[config.mk]
export PLATFORM = sky130hd
export DESIGN_NAME = alu16_reg
export DESIGN_NICKNAME = d
export VERILOG_FILES = /design/src/rtl/alu16_reg.sv
export SDC_FILE = /design/constraint.sdc
export NUM_CORES = 1
export LEC_CHECK = 0
export ABC_CLOCK_PERIOD_IN_PS = 1200
export CAP_MARGIN = 20
export CORE_UTILIZATION = 44
export CTS_CLUSTER_SIZE = 10
export DETAILED_ROUTE_END_ITERATION = 7
export PLACE_DENSITY = 0.8
export SYNTH_ARGS = -nofsm -noshare
export SYNTH_HDL_FRONTEND = slang
export SYNTH_SLANG_ARGS = --single-unit
[constraint.sdc]
create_clock -name clk -period 1.2 [get_ports clk]
set_input_delay 0.12 -clock clk [delete_from_list [all_inputs] [get_ports clk]]
set_output_delay 0.12 -clock clk [all_outputs]
set_load 0.02 [all_outputs]
[src/rtl/alu16_reg.sv]
`default_nettype none
// ============================================================================
// Module   : alu16_reg
// Brief    : 16-bit ALU (arithmetic, logic, shift/rotate) with registered
//            result and Z/N/C/V flags. Optional MUL opcode via ALU_MUL_EN.
// Revision : 1.0 - initial release
// ============================================================================
module alu16_reg #(
    parameter int WIDTH = 16
) (
    input  logic             clk,
    input  logic             rst_n,
    input  logic [WIDTH-1:0] A,
    input  logic [WIDTH-1:0] B,
    input  logic             Ext_cin,
    input  logic [4:0]       ALUop,
    output logic [WIDTH-1:0] y,
    output logic             z,
    output logic             n,
    output logic             c,
    output logic             v
);

    localparam logic [4:0] c_OP_ADD  = 5'b00000;
    localparam logic [4:0] c_OP_ADC  = 5'b00001;
    localparam logic [4:0] c_OP_SUB  = 5'b00010;
    localparam logic [4:0] c_OP_SBC  = 5'b00011;
    localparam logic [4:0] c_OP_AND  = 5'b00100;
    localparam logic [4:0] c_OP_OR   = 5'b00101;
    localparam logic [4:0] c_OP_XOR  = 5'b00110;
    localparam logic [4:0] c_OP_NOT  = 5'b00111;
    localparam logic [4:0] c_OP_LSL  = 5'b01000;
    localparam logic [4:0] c_OP_LSR  = 5'b01001;
    localparam logic [4:0] c_OP_ASR  = 5'b01010;
    localparam logic [4:0] c_OP_ROL  = 5'b01011;
    localparam logic [4:0] c_OP_ROR  = 5'b01100;
    localparam logic [4:0] c_OP_INC  = 5'b01101;
    localparam logic [4:0] c_OP_DEC  = 5'b01110;
    localparam logic [4:0] c_OP_PASS = 5'b01111;
`ifdef ALU_MUL_EN
    localparam logic [4:0] c_OP_MUL  = 5'b10000;
`endif

    logic [WIDTH-1:0] w_opb;
    logic             w_cin;
    logic [WIDTH:0]   w_sum;
    logic             w_add_v;
    logic [WIDTH-1:0] w_y;
    logic             w_c;
    logic             w_v;
    logic [WIDTH-1:0] r_y;
    logic             r_z;
    logic             r_n;
    logic             r_c;
    logic             r_v;
`ifdef ALU_MUL_EN
    logic [2*WIDTH-1:0] w_prod;
    assign w_prod = A * B;
`endif

    // All add/subtract/inc/dec ops share one adder: A + w_opb + w_cin.
    always_comb begin
        w_opb = B;
        w_cin = 1'b0;
        case (ALUop)
            c_OP_ADC: w_cin = Ext_cin;
            c_OP_SUB: begin w_opb = ~B; w_cin = 1'b1;    end
            c_OP_SBC: begin w_opb = ~B; w_cin = Ext_cin; end
            c_OP_INC: begin w_opb = '0; w_cin = 1'b1;    end
            c_OP_DEC: begin w_opb = '1; w_cin = 1'b0;    end
            default:  ;
        endcase
    end

    assign w_sum   = {1'b0, A} + {1'b0, w_opb} + {{WIDTH{1'b0}}, w_cin};
    assign w_add_v = (A[WIDTH-1] == w_opb[WIDTH-1]) && (w_sum[WIDTH-1] != A[WIDTH-1]);

    always_comb begin
        w_y = '0;
        w_c = 1'b0;
        w_v = 1'b0;
        case (ALUop)
            c_OP_ADD, c_OP_ADC, c_OP_SUB, c_OP_SBC, c_OP_INC, c_OP_DEC: begin
                w_y = w_sum[WIDTH-1:0];
                w_c = w_sum[WIDTH];
                w_v = w_add_v;
            end
            c_OP_AND:  w_y = A & B;
            c_OP_OR:   w_y = A | B;
            c_OP_XOR:  w_y = A ^ B;
            c_OP_NOT:  w_y = ~A;
            c_OP_LSL:  begin w_y = {A[WIDTH-2:0], 1'b0};       w_c = A[WIDTH-1]; end
            c_OP_LSR:  begin w_y = {1'b0, A[WIDTH-1:1]};       w_c = A[0];       end
            c_OP_ASR:  begin w_y = {A[WIDTH-1], A[WIDTH-1:1]}; w_c = A[0];       end
            c_OP_ROL:  begin w_y = {A[WIDTH-2:0], A[WIDTH-1]}; w_c = A[WIDTH-1]; end
            c_OP_ROR:  begin w_y = {A[0], A[WIDTH-1:1]};       w_c = A[0];       end
            c_OP_PASS: w_y = A;
`ifdef ALU_MUL_EN
            c_OP_MUL:  begin
                w_y = w_prod[WIDTH-1:0];
                w_c = |w_prod[2*WIDTH-1:WIDTH];
            end
`endif
            default:   ;
        endcase
    end

    always_ff @(posedge clk or negedge rst_n) begin
        if (!rst_n) begin
            r_y <= '0;
            r_z <= 1'b1;
            r_n <= 1'b0;
            r_c <= 1'b0;
            r_v <= 1'b0;
        end else begin
            r_y <= w_y;
            r_z <= (w_y == '0);
            r_n <= w_y[WIDTH-1];
            r_c <= w_c;
            r_v <= w_v;
        end
    end

    assign y = r_y;
    assign z = r_z;
    assign n = r_n;
    assign c = r_c;
    assign v = r_v;

endmodule
`default_nettype wire

* Word-level counts from Yosys, hierarchy flattened
Index checks and enable logic that the tools add are counted.
** Storage, ports and cells
- Flip-flop bits (word level) :: 20
- Bits of input ports :: 40
- Output and inout bits :: 20
- Logic and storage cells :: 43
** Cells by class
- $add $sub $neg :: 2
- Equality and inequality tests :: 17
- Mux-type cells :: 5
- Bitwise gates (word level) :: 5
- Reduce and logical (&&, ||, !) cells :: 9
** Operators with widths (count)
- 16-bit one-hot mux with 11 select lines :: 1
- 16-bit one-hot mux with 3 select lines :: 1
- 5-bit by 4-bit equality test with 1-bit output (second input constant) :: 8
- 16-bit NOT :: 2
- 5-bit by 3-bit equality test with 1-bit output (second input constant) :: 4
- 16-bit by 16-bit adder with 17-bit output :: 1
- 17-bit by 1-bit adder with 17-bit output :: 1
- 16-bit bitwise AND :: 1
- 16-bit zero test :: 1
- 16-bit bitwise OR :: 1
- 16-bit bitwise XOR :: 1
- 5-bit by 2-bit equality test with 1-bit output (second input constant) :: 2
- 2-bit OR reduction :: 4
- 6-bit OR reduction :: 1
- 5-bit by 1-bit equality test with 1-bit output (second input constant) :: 1
- 5-bit zero test :: 1
- 1-bit one-hot mux with 3 select lines :: 1
- 3-bit OR reduction :: 1
- 1-bit one-hot mux with 2 select lines :: 1
- 1-bit equality test :: 1
- 1-bit logical AND :: 1
- 1-bit two-way mux :: 1
- 1-bit inequality test :: 1

* Logic depth before layout (Yosys ltp)
- Depth in word-level cells :: 8
- Depth in mapped cells :: 21
- Depth with buffers taken out :: 17

* Worst setup path before layout
OpenSTA, ideal clock, no wires.
- Path type :: input port to flip-flop
- Start point :: input ALUop[3]
- End point :: register r_z, in the netlist z
- Library setup time :: 0.090 ns
- Arrival :: 4.178 ns
- Required time :: 1.110 ns
- Slack :: -3.068 ns
- Stages on the path :: 18
- Path through :: buf_4 clkbuf_1 nor2_1 nand2_1 or2_2 clkbuf_1 o211a_1 fa_1 fa_1 nand2b_1 a21oi_1 o41a_1 o22ai_1 xnor2_1 a221o_1 or4b_1 or4_1 nor4_2
** Between the ends
- Cells in the longest elaborated chain, start to end :: 7
- Elaborated cells between the ends (all ways) :: 26
** RTL lines
- start, declared :: RTL line 16 : input logic [4:0] ALUop,
- 5-bit by 2-bit equality test with 1-bit output :: RTL line 65, 82
- 2-bit OR reduction (no source line)
- 16-bit one-hot mux with 3 select lines :: RTL line 65 : case (ALUop)
- 16-bit by 16-bit adder with 17-bit output :: RTL line 75 : assign w_sum = {1'b0, A} + {1'b0, w_opb} + {{WIDTH{1'b0}}, w_cin};
- 17-bit by 1-bit adder with 17-bit output :: RTL line 75
- 16-bit one-hot mux with 11 select lines * :: RTL line 82 : case (ALUop)
- net w_y[10] :: RTL line 48 : logic [WIDTH-1:0] w_y;
- 16-bit zero test * :: RTL line 117 : r_z <= (w_y == '0);
- end signal, assigned :: RTL line 117
- end, declared :: RTL line 52 : logic r_z;
Mark *: on every way through the listed nets, which the timed path passes. The rest lies on a longest branch.

* Final worst setup path
Ends and elaborated chain as after synthesis.

==> qor.csv <==
stage,metric,value,unit
drt,drtPass1Iterations,5,
global_route,antenna_found_initial,0,
floorplanning,rows,31,
synthesis,syn_area,0.00328,mm2
drt,via_per_inst,5.91,
layout,finalNetCount,717,
layout,drive_gt1_frac,0.375,
sta,drv_slew,0,
sta,setup_ws,-2.55,ns
sta,setup_viol,19,
synthesis,yosys.area.top_type,ha_1,
setup_path,cp_max_fo,5,
layout,n_fill_cell,541,
sta,relSlewSlack,0.592,
clock_network,holdBufCountCts,0,
min_path,hp-class,input port to asynchronous set/reset pin,
sta,tightest_slew,0.608,ns
floorplanning,initial_core_util,0.455,
synthesis,synth-seq-cells,19,
sta,post-route-min-period,3.75,ns
drt,vias,4288,
synthesis,ys_top_cells_by_area,"ha_1 18%, dfrtp_1 14%, nand2_1 5.0%, inv_1 4.3%, o21ai_0 4.1%",
setup_path,cp_data_arrival_time,3.91,ns
global_route,overflow,0,
synthesis,synth_fp_nets,524,
power_and_ir_drop,ir_drop,339,uV
global_route,grt_pass1_wl,18800,um
setup_path,critPathKind,input port to register,
synthesis,postSynth.asyncResetShare,1.00,
drt,drt-initial-drc-count,310,
global_route,grt_start_max_net_pins,20,
synthesis,avgSynthCellArea,7.54,um2
setup_path,crit_path_start_kind,input port,
drt,drcViolationCount,0,
clock_network,path_clk_slew,0.06,ns
flow_run,cap_viol_max_count,0,
setup_path,path_cells,"buf_8, nor2_4, nand2_2, or2_4, buf_6, buf_12, o211ai_1, ha_1, o21a_1, o31a_1, o41a_1, or3_1, a211o_1, nor4_2, or4b_1, or4_1, nor4_2",
floorplanning,die-area,0.00781,mm2
clock_network,cts_buffers,3,
clock_network,cts_tree,done,
place,port_buffers,59,
drt,ant_nets,0,
clock_network,cts_sinks,19,
synthesis,synth_top_area_share,0.179,
setup_path,max_stage_delay,0.44,ns
global_route,grt_pass1_vias,4000,
place,place_hpwl,9760,um
synthesis,yosysUniqueCellTypes,66,
floorplanning,io_pins,60,
floorplanning,core_area,0.00721,mm2
floorplanning,die_width,88.4,um
power_and_ir_drop,p_leak,0.00268,uW
sta,timing.final.crit_share,3.13,
sta,finalHoldViolations,0,
clock_network,htreeDepth,1,
place,gp_congestion,0.960,
outcome,status,"finished, violations left",
global_route,track_usage,0.310,
sta,rsz0062_at_grt,true,
synthesis,yosysWarnings,0,
setup_path,critPathSlowestCell,or4b_1,
setup_path,cp-end-kind,register,
layout,design_area,0.00549,mm2
layout,fin_util,0.760,
place,dpl_worst_slack,-3.22,ns
clock_network,clk_path_buf_depth,2,
sta,whs,0.209,ns
outcome,violations,negative setup slack,
synthesis,synthCells,435,
drt,routed_wl,12900,um
floorplanning,die-height,88.4,um
clock_network,root_buffer,clkbuf_8,
synthesis,ys_seq_area_frac,0.145,
place,place_area,0.00497,mm2
setup_path,crit_path_frequent_cell,nor4_2,
synthesis,synth_edf_count,0,
sta,fmaxAchievable,267,MHz
layout,syn2layout_area_growth,67.2,%
synthesis,ys.flop_type,dfrtp_1,
setup_path,crit_required,1.36,ns
power_and_ir_drop,p_per_area,683,mW/mm2
layout,n_antenna_cell,0,
drt,routedWlPerCell,17.8,um
## synth_stat cells (6+ instances only)
cell	number
a21oi_1	25
a221oi_1	6
a22oi_1	6
clkbuf_1	15
dfrtp_1	18
ha_1	47
inv_1	38
nand2_1	44
nand2b_1	9
nand3_1	20
nor2_1	23
nor3_1	13
o2111ai_1	11
o211ai_1	16
o21ai_0	27
or3_1	9
xnor2_1	10
## metrics by stage
stage | power [uW] | TNS (ns) | cells
2_1_floorplan | 1890 | -28.93 | 435
3_3_place_gp | 2920 | -38.36 | 705
5_1_grt | 3950 | -29.53 | 726
4_1_cts | 3510 | -25.21 | 715
3_5_place_dp | 3000 | -40.36 | 705
6_report | 3750 | -27.91 | 726
## worst paths after layout
path                           from              to  slack (ns)  cells past startpoint
worst max-delay path       ALUop[3]     z$_DFF_PN1_       -2.55                     17
worst min-delay path          rst_n  y[2]$_DFF_PN0_        0.21                      2
max in group asynchronous     rst_n     z$_DFF_PN1_        0.74                      2
min in group clk           ALUop[2]     c$_DFF_PN0_        0.51                      4
## cell type report
type / instances / area (um2) / share of cell area
multi-input combinational: 352 / 2880 / 0.525
sequential: 19 / 477 / 0.0869
tap: 99 / 124 / 0.0226
timing repair buffer: 214 / 1820 / 0.332
clock buffer: 3 / 41.3 / 0.00753
inverter: 38 / 143 / 0.0260
clock inverter: 1 / 5.00 / 0.000912
## cells in the final DEF (no fill, tap or decap), types with 7 or more instances in the layout
cell type,count
dfrtp_1,18
buf_4,138
nor2_1,20
ha_1,42
a21oi_1,16
or3_1,7
a21oi_2,8
xnor2_1,9
o2111ai_1,8
o211ai_1,16
dlygate4sd2_1,20
buf_6,15
nor3_1,11
inv_1,38
o21ai_0,15
clkdlybuf4s50_1,32
o21ai_2,10
nand3_1,19
nand2_1,42
## state kept, by name, indices dropped and copies added, names as in the netlist
| signal | cells |
|---|---|
| v | 1 |
| y | 15 |
| z | 1 |
| c | 1 |
| n | 1 |
## logic make-up (layout without fill, tap and decap cells)
group,Yosys count,count (layout),synth area share
buffers and inverters,64,256,0.0843
DFF,19,19,0.145
and+or+nand+nor,146,146,0.228
muxes,4,4,0.0133
adders and majority gates,49,49,0.191
xor gates and xnor gates,15,15,0.0400
AOI/OAI and AO/OA,138,138,0.297
## power by group
group | total, uW | switching (uW) | internal [uW] | leakage [uW]
Sequential | 740 | 18.0 | 722 | 0.000236
Combinational | 2600 | 1310 | 1280 | 0.00242
Clock | 413 | 183 | 230 | 0.0000255
## worst max-delay path: cells and delay by family
family	cells	cell delay, ns
adders and majority gates	1	0.32
buffers and inverters	3	0.36
and+or+nand+nor	8	2.05
AOI/OAI and AO/OA	5	1.06
## timing repair
action | 4_1_cts | 5_1_grt
setup buffers | 7 | 11
pin swaps | 26 | 24
cloned | 0 | 0
gates resized for setup | 94 | 36
endpoints found under the setup margin | 39 | 19
## metal layers
metal / share of wire / GRT usage
met3: 0.072 / 0.0345
met2: 0.50 / 0.558
met1: 0.39 / 0.377
met5: 0 / 0
met4: 0.041 / 0.119
No activity file was read; power rests on OpenSTA's default activity.
